<file path="config.mk">
export PLATFORM = sky130hd
export DESIGN_NAME = idu_queued_decode
export DESIGN_NICKNAME = d
export VERILOG_FILES = /design/src/rtl/ysyx_23060203_pkg.sv /design/src/rtl/idu_queued_decode_fwd_mux.sv /design/src/rtl/ysyx_23060203_BRU.sv /design/src/rtl/idu_queued_decode.sv
export SDC_FILE = /design/constraint.sdc
export NUM_CORES = 1
export LEC_CHECK = 0
export CAP_MARGIN = 20
export CORE_MARGIN = 2
export CORE_UTILIZATION = 37
export CTS_CLUSTER_SIZE = 25
export DETAILED_ROUTE_END_ITERATION = 16
export GPL_ROUTABILITY_DRIVEN = 0
export MAX_ROUTING_LAYER = met4
export PLACE_DENSITY = 0.8
export SKIP_LAST_GASP = 1
export SLEW_MARGIN = 10
export SYNTH_ARGS = -nofsm -noshare
export SYNTH_HDL_FRONTEND = slang
export SYNTH_SLANG_ARGS = --single-unit
</file>
<file path="constraint.sdc">
create_clock -name clock -period 8 [get_ports clock]
set_input_delay 2 -clock clock [delete_from_list [all_inputs] [get_ports clock]]
set_output_delay 2 -clock clock [all_outputs]
set_load 0.005 [all_outputs]
</file>
<file path="src/rtl/ysyx_23060203_pkg.sv">
// Shared decode definitions: opcodes, immediate types, queue entry layout and
// the immediate extraction helpers used by the queued decode stage.
package ysyx_23060203_pkg;

  localparam int PKG_XLEN = 32;

  localparam logic [6:0] OP_LUI    = 7'b0110111;
  localparam logic [6:0] OP_AUIPC  = 7'b0010111;
  localparam logic [6:0] OP_JAL    = 7'b1101111;
  localparam logic [6:0] OP_JALR   = 7'b1100111;
  localparam logic [6:0] OP_BRANCH = 7'b1100011;
  localparam logic [6:0] OP_LOAD   = 7'b0000011;
  localparam logic [6:0] OP_STORE  = 7'b0100011;
  localparam logic [6:0] OP_IMM    = 7'b0010011;
  localparam logic [6:0] OP_OP     = 7'b0110011;
  localparam logic [6:0] OP_FENCE  = 7'b0001111;
  localparam logic [6:0] OP_SYSTEM = 7'b1110011;

  typedef enum logic [2:0] {
    IMM_NONE,
    IMM_I,
    IMM_S,
    IMM_B,
    IMM_U,
    IMM_J,
    IMM_Z
  } imm_type_e;

  typedef struct packed {
    logic [PKG_XLEN-1:0] pc;
    logic [31:0]         inst;
    logic                fired;
  } entry_t;

  function automatic imm_type_e imm_type_of(input logic [31:0] inst);
    imm_type_e t;
    case (inst[6:0])
      OP_IMM, OP_LOAD, OP_JALR: t = IMM_I;
      OP_STORE:                 t = IMM_S;
      OP_BRANCH:                t = IMM_B;
      OP_LUI, OP_AUIPC:         t = IMM_U;
      OP_JAL:                   t = IMM_J;
      OP_SYSTEM:                t = inst[14] ? IMM_Z : IMM_I;
      default:                  t = IMM_NONE;
    endcase
    return t;
  endfunction

  function automatic logic [31:0] imm_of(input logic [31:0] inst, input imm_type_e t);
    logic [31:0] imm;
    case (t)
      IMM_I:   imm = {{20{inst[31]}}, inst[31:20]};
      IMM_S:   imm = {{20{inst[31]}}, inst[31:25], inst[11:7]};
      IMM_B:   imm = {{19{inst[31]}}, inst[31], inst[7], inst[30:25], inst[11:8], 1'b0};
      IMM_U:   imm = {inst[31:12], 12'd0};
      IMM_J:   imm = {{11{inst[31]}}, inst[31], inst[19:12], inst[20], inst[30:21], 1'b0};
      IMM_Z:   imm = {27'd0, inst[19:15]};
      default: imm = 32'd0;
    endcase
    return imm;
  endfunction

endpackage

</file>
<file path="src/rtl/idu_queued_decode_fwd_mux.sv">
// NFWD-way priority operand bypass; channel 0 is the youngest producer and wins.
module idu_fwd_mux #(
  parameter int NFWD = 2,
  parameter int XLEN = 32
) (
  input  logic [4:0]           rs,
  input  logic [XLEN-1:0]      gpr_val,
  input  logic [NFWD-1:0]      fwd_valid,
  input  logic [NFWD-1:0]      fwd_rdy,
  input  logic [NFWD*5-1:0]    fwd_rd,
  input  logic [NFWD*XLEN-1:0] fwd_val,
  output logic [XLEN-1:0]      value,
  output logic                 hazard
);

  // Scan oldest to youngest so the lowest matching index overwrites last.
  always_comb begin
    value  = gpr_val;
    hazard = 1'b0;
    if (rs != 5'd0) begin
      for (int i = NFWD - 1; i >= 0; i--) begin
        if (fwd_valid[i] && (fwd_rd[i*5 +: 5] == rs)) begin
          value  = fwd_val[i*XLEN +: XLEN];
          hazard = !fwd_rdy[i];
        end
      end
    end
  end

endmodule

</file>
<file path="src/rtl/ysyx_23060203_BRU.sv">
// Branch compare unit: evaluates the RV32 branch condition selected by funct3.
module ysyx_23060203_BRU #(
  parameter int XLEN = 32
) (
  input  logic [XLEN-1:0] src1,
  input  logic [XLEN-1:0] src2,
  input  logic [2:0]      funct3,
  output logic            taken
);

  always_comb begin
    taken = 1'b0;
    case (funct3)
      3'b000:  taken = (src1 == src2);
      3'b001:  taken = (src1 != src2);
      3'b100:  taken = ($signed(src1) <  $signed(src2));
      3'b101:  taken = ($signed(src1) >= $signed(src2));
      3'b110:  taken = (src1 <  src2);
      3'b111:  taken = (src1 >= src2);
      default: taken = 1'b0;
    endcase
  end

endmodule

</file>
<file path="src/rtl/idu_queued_decode.sv">
// Decode stage with a DEPTH-entry instruction queue, operand bypass, static
// BTFN branch resolution, wrong-path squash and pending-result stalls.
module idu_queued_decode
  import ysyx_23060203_pkg::*;
#(
  parameter int DEPTH = 2,
  parameter int NFWD  = 2,
  parameter int XLEN  = 32
) (
  input  logic                 clock,
  input  logic                 reset,
  input  logic                 flush,
  output logic [4:0]           rs1,
  output logic [4:0]           rs2,
  input  logic [XLEN-1:0]      src1,
  input  logic [XLEN-1:0]      src2,
  input  logic [NFWD-1:0]      fwd_valid,
  input  logic [NFWD-1:0]      fwd_rdy,
  input  logic [NFWD*5-1:0]    fwd_rd,
  input  logic [NFWD*XLEN-1:0] fwd_val,
  input  logic                 in_valid,
  output logic                 in_ready,
  input  logic [XLEN-1:0]      in_pc,
  input  logic [31:0]          in_inst,
  output logic                 out_valid,
  input  logic                 out_ready,
  output logic [XLEN-1:0]      out_pc,
  output logic [31:0]          out_inst,
  output logic [XLEN-1:0]      out_src1,
  output logic [XLEN-1:0]      out_src2,
  output logic [XLEN-1:0]      out_imm,
  output logic [4:0]           out_rd,
  output logic                 jump_flush,
  output logic [XLEN-1:0]      jump_dnpc
);

  localparam int PTR_W = $clog2(DEPTH);
  localparam int CNT_W = PTR_W + 1;
  localparam logic [PTR_W-1:0] PTR_ONE = PTR_W'(1);
  localparam logic [CNT_W-1:0] CNT_ONE = CNT_W'(1);
  localparam logic [CNT_W-1:0] CNT_FULL = CNT_W'(DEPTH);

  entry_t           mem_q [DEPTH];
  entry_t           mem_d [DEPTH];
  logic [PTR_W-1:0] rd_ptr_q, rd_ptr_d;
  logic [PTR_W-1:0] wr_ptr_q, wr_ptr_d;
  logic [CNT_W-1:0] count_q, count_d;

  entry_t      head;
  logic        head_valid;
  logic [6:0]  opcode;
  imm_type_e   imm_type;
  logic [31:0] imm32;
  logic        hazard1, hazard2, use1, use2, stall;
  logic        is_branch, is_jal, is_jalr, bru_taken, redirect;
  logic        push, pop;
  logic [XLEN-1:0] target;

  assign head       = mem_q[rd_ptr_q];
  assign head_valid = (count_q != '0);
  assign opcode     = head.inst[6:0];
  assign rs1        = head.inst[19:15];
  assign rs2        = head.inst[24:20];
  assign imm_type   = imm_type_of(head.inst);
  assign imm32      = imm_of(head.inst, imm_type);

  idu_fwd_mux #(.NFWD(NFWD), .XLEN(XLEN)) u_fwd1 (
    .rs(rs1), .gpr_val(src1), .fwd_valid(fwd_valid), .fwd_rdy(fwd_rdy),
    .fwd_rd(fwd_rd), .fwd_val(fwd_val), .value(out_src1), .hazard(hazard1)
  );

  idu_fwd_mux #(.NFWD(NFWD), .XLEN(XLEN)) u_fwd2 (
    .rs(rs2), .gpr_val(src2), .fwd_valid(fwd_valid), .fwd_rdy(fwd_rdy),
    .fwd_rd(fwd_rd), .fwd_val(fwd_val), .value(out_src2), .hazard(hazard2)
  );

  ysyx_23060203_BRU #(.XLEN(XLEN)) u_bru (
    .src1(out_src1), .src2(out_src2), .funct3(head.inst[14:12]), .taken(bru_taken)
  );

  // Only sources the opcode actually reads can stall the head.
  always_comb begin
    use1 = 1'b0;
    use2 = 1'b0;
    case (opcode)
      OP_JALR, OP_LOAD, OP_IMM: use1 = 1'b1;
      OP_BRANCH, OP_STORE, OP_OP: begin
        use1 = 1'b1;
        use2 = 1'b1;
      end
      OP_SYSTEM: use1 = !head.inst[14] && (head.inst[13:12] != 2'b00);
      default: ;
    endcase
  end

  assign stall     = (use1 && hazard1) || (use2 && hazard2);
  assign is_branch = (opcode == OP_BRANCH);
  assign is_jal    = (opcode == OP_JAL);
  assign is_jalr   = (opcode == OP_JALR);

  always_comb begin
    target = head.pc + XLEN'(4);
    if (is_jal) begin
      target = head.pc + XLEN'(imm32);
    end else if (is_jalr) begin
      target = out_src1 + XLEN'(imm32);
    end else if (is_branch && bru_taken) begin
      target = head.pc + XLEN'(imm32);
    end
  end

  assign redirect = head_valid && !stall && !head.fired &&
                    (is_jal || is_jalr || (is_branch && (bru_taken ^ head.inst[31])));

  // Handshakes: a transfer happens on a rising edge where valid and ready are both 1;
  // valid never waits on ready. flush suppresses both out_valid and jump_flush.
  assign in_ready   = (count_q != CNT_FULL);
  assign out_valid  = head_valid && !stall && !flush;
  assign jump_flush = redirect && !flush;
  assign jump_dnpc  = {target[XLEN-1:1], 1'b0};
  assign out_pc     = XLEN'(head.pc);
  assign out_inst   = head.inst;
  assign out_imm    = XLEN'(imm32);
  assign out_rd     = (is_branch || opcode == OP_STORE) ? 5'd0 : head.inst[11:7];

  assign pop  = out_valid && out_ready;
  assign push = in_valid && in_ready && !jump_flush && !flush;

  always_comb begin
    mem_d    = mem_q;
    rd_ptr_d = rd_ptr_q;
    wr_ptr_d = wr_ptr_q;
    count_d  = count_q;
    if (flush) begin
      rd_ptr_d = '0;
      wr_ptr_d = '0;
      count_d  = '0;
    end else if (jump_flush) begin
      // Everything younger than the head is on the wrong path.
      wr_ptr_d = rd_ptr_q + PTR_ONE;
      if (pop) begin
        rd_ptr_d = rd_ptr_q + PTR_ONE;
        count_d  = '0;
      end else begin
        mem_d[rd_ptr_q].fired = 1'b1;
        count_d = CNT_ONE;
      end
    end else begin
      if (push) begin
        mem_d[wr_ptr_q] = '{pc: PKG_XLEN'(in_pc), inst: in_inst, fired: 1'b0};
        wr_ptr_d = wr_ptr_q + PTR_ONE;
      end
      if (pop) begin
        rd_ptr_d = rd_ptr_q + PTR_ONE;
      end
      count_d = count_q + CNT_W'(push) - CNT_W'(pop);
    end
  end

  always_ff @(posedge clock) begin
    if (reset) begin
      mem_q    <= '{default: '0};
      rd_ptr_q <= '0;
      wr_ptr_q <= '0;
      count_q  <= '0;
    end else begin
      mem_q    <= mem_d;
      rd_ptr_q <= rd_ptr_d;
      wr_ptr_q <= wr_ptr_d;
      count_q  <= count_d;
    end
  end

endmodule

</file>
==> metrics <==
syn_nets 2014; Slew Limit Fails 0; root buffer cell clkbuf_16; # clock sinks 134; Mapped Cells 1706; fin crit share 107%; Final WS setup -0.587 ns; Setup TNS -14.99 ns; Via density 5.88; Routed WL per cell 22.2 um; Fill cells 2770; final hold viol count 0; CTS max path bufs 2; Critical Path End Type primary output; ys async rst share 0%; largest net degree at the start of global routing 97; DR iter-0 viols 1486; synthesized area 13000 um2; synth warn 0; pre-CTS setup slack -1.64 ns; die area 36800 um2; global-route wire length before repair 90700 um; PortBufs 419; die height 192 um; measured slew at the worst slew-check pin 1.46 ns; cell taking the most area after synthesis dfxtp_1; Clock Skew 0.0141 ns; footprint of the multi-input gates 10500 um2; # IOs 421; TritonRoute pass-1 iters 6; Max-Slew Margin vs Limit 2.51%; Syn Area/Cell 7.64 um2; Nets 2702; Vias 16800; initial antenna violation count 1; MaxCap Viol Count 0; share of cells above drive strength 1 24.9%; clock slew at reported path FFs 0.06 ns; final wirelength 63700 um; vias in the first global route 16200; CTS tree built; Static Leakage 0.0104 uW; ys flop type dfxtp_1; outcome finished, violations left; smallest hold slack 0.491 ns; Die Wd 192 um; Final setup viols 32; FMAX 116 MHz; Post-synth EDFFs 0; Tot GR Track Use 33.0%; RSZ-0062 raised after global routing true; post-synthesis cell type count 80; CP startpoint kind input pin; DRC viols 0; Setup CP Type in2out; top cell type's share of synthesized area 20.6%; Seq cells post-synth 134; clk_lat worst skew 0.44 ns; total power density per cell area 106 nW/um2; final cell utilization of the core 62.8%; sequential cell area fraction in the yosys report 20.6%; crit path time final 8.59 ns; Synth area leaders dfxtp_1 21%, mux2i_1 13%, ha_1 9.1%, nor2_1 5.8%, o21ai_0 4.7%; FF+latch area 2690 um2; total global routing overflow 0; TritonCTS Buffers 17; H-tree Lvls 4; Hold Crit Class reg2reg; area grow syn2layout 66.9%; Final HPWL DP 47600 um; Initial Util 37.7%; Routed Antenna Nets 0; maximum vdd drop 0.157 mV; site row count 68; CP required 6.00 ns; CP arrival 6.59 ns; failing checks setup timing; critical-path maximum fanout 7; core area 34600 um2
-- sequential cells by signal, summed over array words and instances, names as in the netlist --
register	cells
count_q	2
rd_ptr_q	1
mem_q	130
wr_ptr_q	1
-- path summary, 6_finish.rpt --
| kind | endpoint | slack [ns] | cells after the start | startpoint |
|---|---|---|---|---|
| worst max-delay path | jump_dnpc[17] | -0.59 | 23 | fwd_valid[0] |
| worst min-delay path | mem_q[60] | 0.49 | 2 | mem_q[60] |
| worst max register to register | count_q[1] | 1.46 | 27 | rd_ptr_q |
| worst min register to register | mem_q[60] | 0.49 | 2 | mem_q[60] |
-- layout by cell type, fill, tap and decap left out, types with 14 or more instances in the layout --
cell type,n
a21o_1,55
a21oi_1,59
a21oi_2,16
a22oi_1,29
and3_1,14
buf_2,30
buf_4,296
buf_6,33
clkbuf_16,21
clkdlybuf4s50_1,375
dfxtp_1,133
ha_1,91
inv_1,90
mux2_2,23
mux2i_1,168
nand2_1,135
nand2b_1,15
nand3_1,33
nand4_1,27
nor2_1,195
nor2b_1,19
nor3_1,21
o21ai_0,64
o21ai_1,29
o21ai_2,27
o22ai_1,29
xnor2_1,56
xor2_1,30
-- cells by family (layout without fill, tap and decap cells) --
| family | count (synthesis) | after routing | share of synthesized area, % |
|---|---|---|---|
| AND/OR/NAND/NOR | 540 | 540 | 19.3 |
| AO/OA/AOI/OAI | 456 | 457 | 22.8 |
| multiplexers | 194 | 194 | 15.2 |
| buffers and inverters | 188 | 888 | 6.27 |
| flip-flops | 134 | 134 | 20.6 |
| adder cells (fa/ha/maj) | 97 | 97 | 9.42 |
| XOR/XNOR | 96 | 96 | 6.45 |
| other | 1 | 3 | 0.0288 |
-- timing repair --
action                                  in CTS  in global routing
gates resized for setup                    309                140
cloned                                       5                  4
endpoints found under the setup margin      32                 32
hold buffers                                 0                  0
buffers inserted                            30                 32
pin swaps                                   68                 61
-- synth_stat cells (7+ instances only) --
cell type	instances
a211oi_1	10
a21o_1	55
a21oi_1	79
a22oi_1	38
a31oi_1	12
and2_1	12
and3_1	14
buf_2	10
buf_4	22
clkbuf_1	57
dfxtp_1	134
ha_1	95
inv_1	92
mux2_2	23
mux2i_1	169
nand2_1	141
nand2b_1	16
nand3_1	35
nand4_1	27
nor2_1	200
nor2b_1	20
nor3_1	28
o211ai_1	10
o21a_1	11
o21ai_0	123
o21bai_1	11
o221ai_1	7
o22ai_1	39
or3_1	7
xnor2_1	64
xor2_1	32
-- power breakdown --
group	switching (uW)	leakage (uW)	total (uW)	internal, uW
clock	309	0.000326	876	567
sequential	12.6	0.00109	699	687
combinational	349	0.00896	732	383
-- per-layer routing --
metal / vias up / wire [um] / part of all wire [%] / global-route usage [%]
li1: 7562 / - / - / -
met1: 7842 / 24000 / 38 / 39.4
met2: 1147 / 29200 / 46 / 52.9
met3: 284 / 7210 / 11 / 8.26
met4: 0 / 3350 / 5.3 / 13.7
met5: - / 0 / 0 / -
-- critical path: stages --
cell and delay (ns):
clkdlybuf4s50_1 0.55, nand2_2 0.13, nor2_4 0.16, nor3_4 0.07, buf_12 0.14, clkbuf_16 0.16
buf_4 0.14, a22oi_1 0.16, o21ai_1 0.11, buf_4 0.19, ha_1 0.32, buf_4 0.14
nand4_1 0.17, nor2_2 0.20, nand3_1 0.10, or4_4 0.47, a21oi_2 0.19, buf_4 0.16
a31oi_4 0.09, o21bai_1 0.22, xnor2_1 0.14, a221oi_2 0.39, buf_2 0.19
-- area by class of cell --
| cell class | count | area share, % |
|---|---|---|
| Antenna cell | 2 | 0.0230 |
| Clock buffer | 22 | 2.28 |
| Clock inverter | 10 | 0.759 |
| Inverter | 93 | 1.60 |
| Multi-Input combinational cell | 1385 | 48.2 |
| Sequential cell | 134 | 12.3 |
| Tap cell | 455 | 2.62 |
| Timing Repair Buffer | 763 | 32.1 |
-- per-stage QoR --
stage          cells  power [uW]  cell area [um2]
5_1_grt         2863        2390            21800
4_1_cts         2831        2260            21000
6_report        2864        2310            21800
2_1_floorplan   1706         977            13100
3_3_place_gp    2767        1350            19600
3_5_place_dp    2767        1360            19600
(Power assumes the default switching activity.)
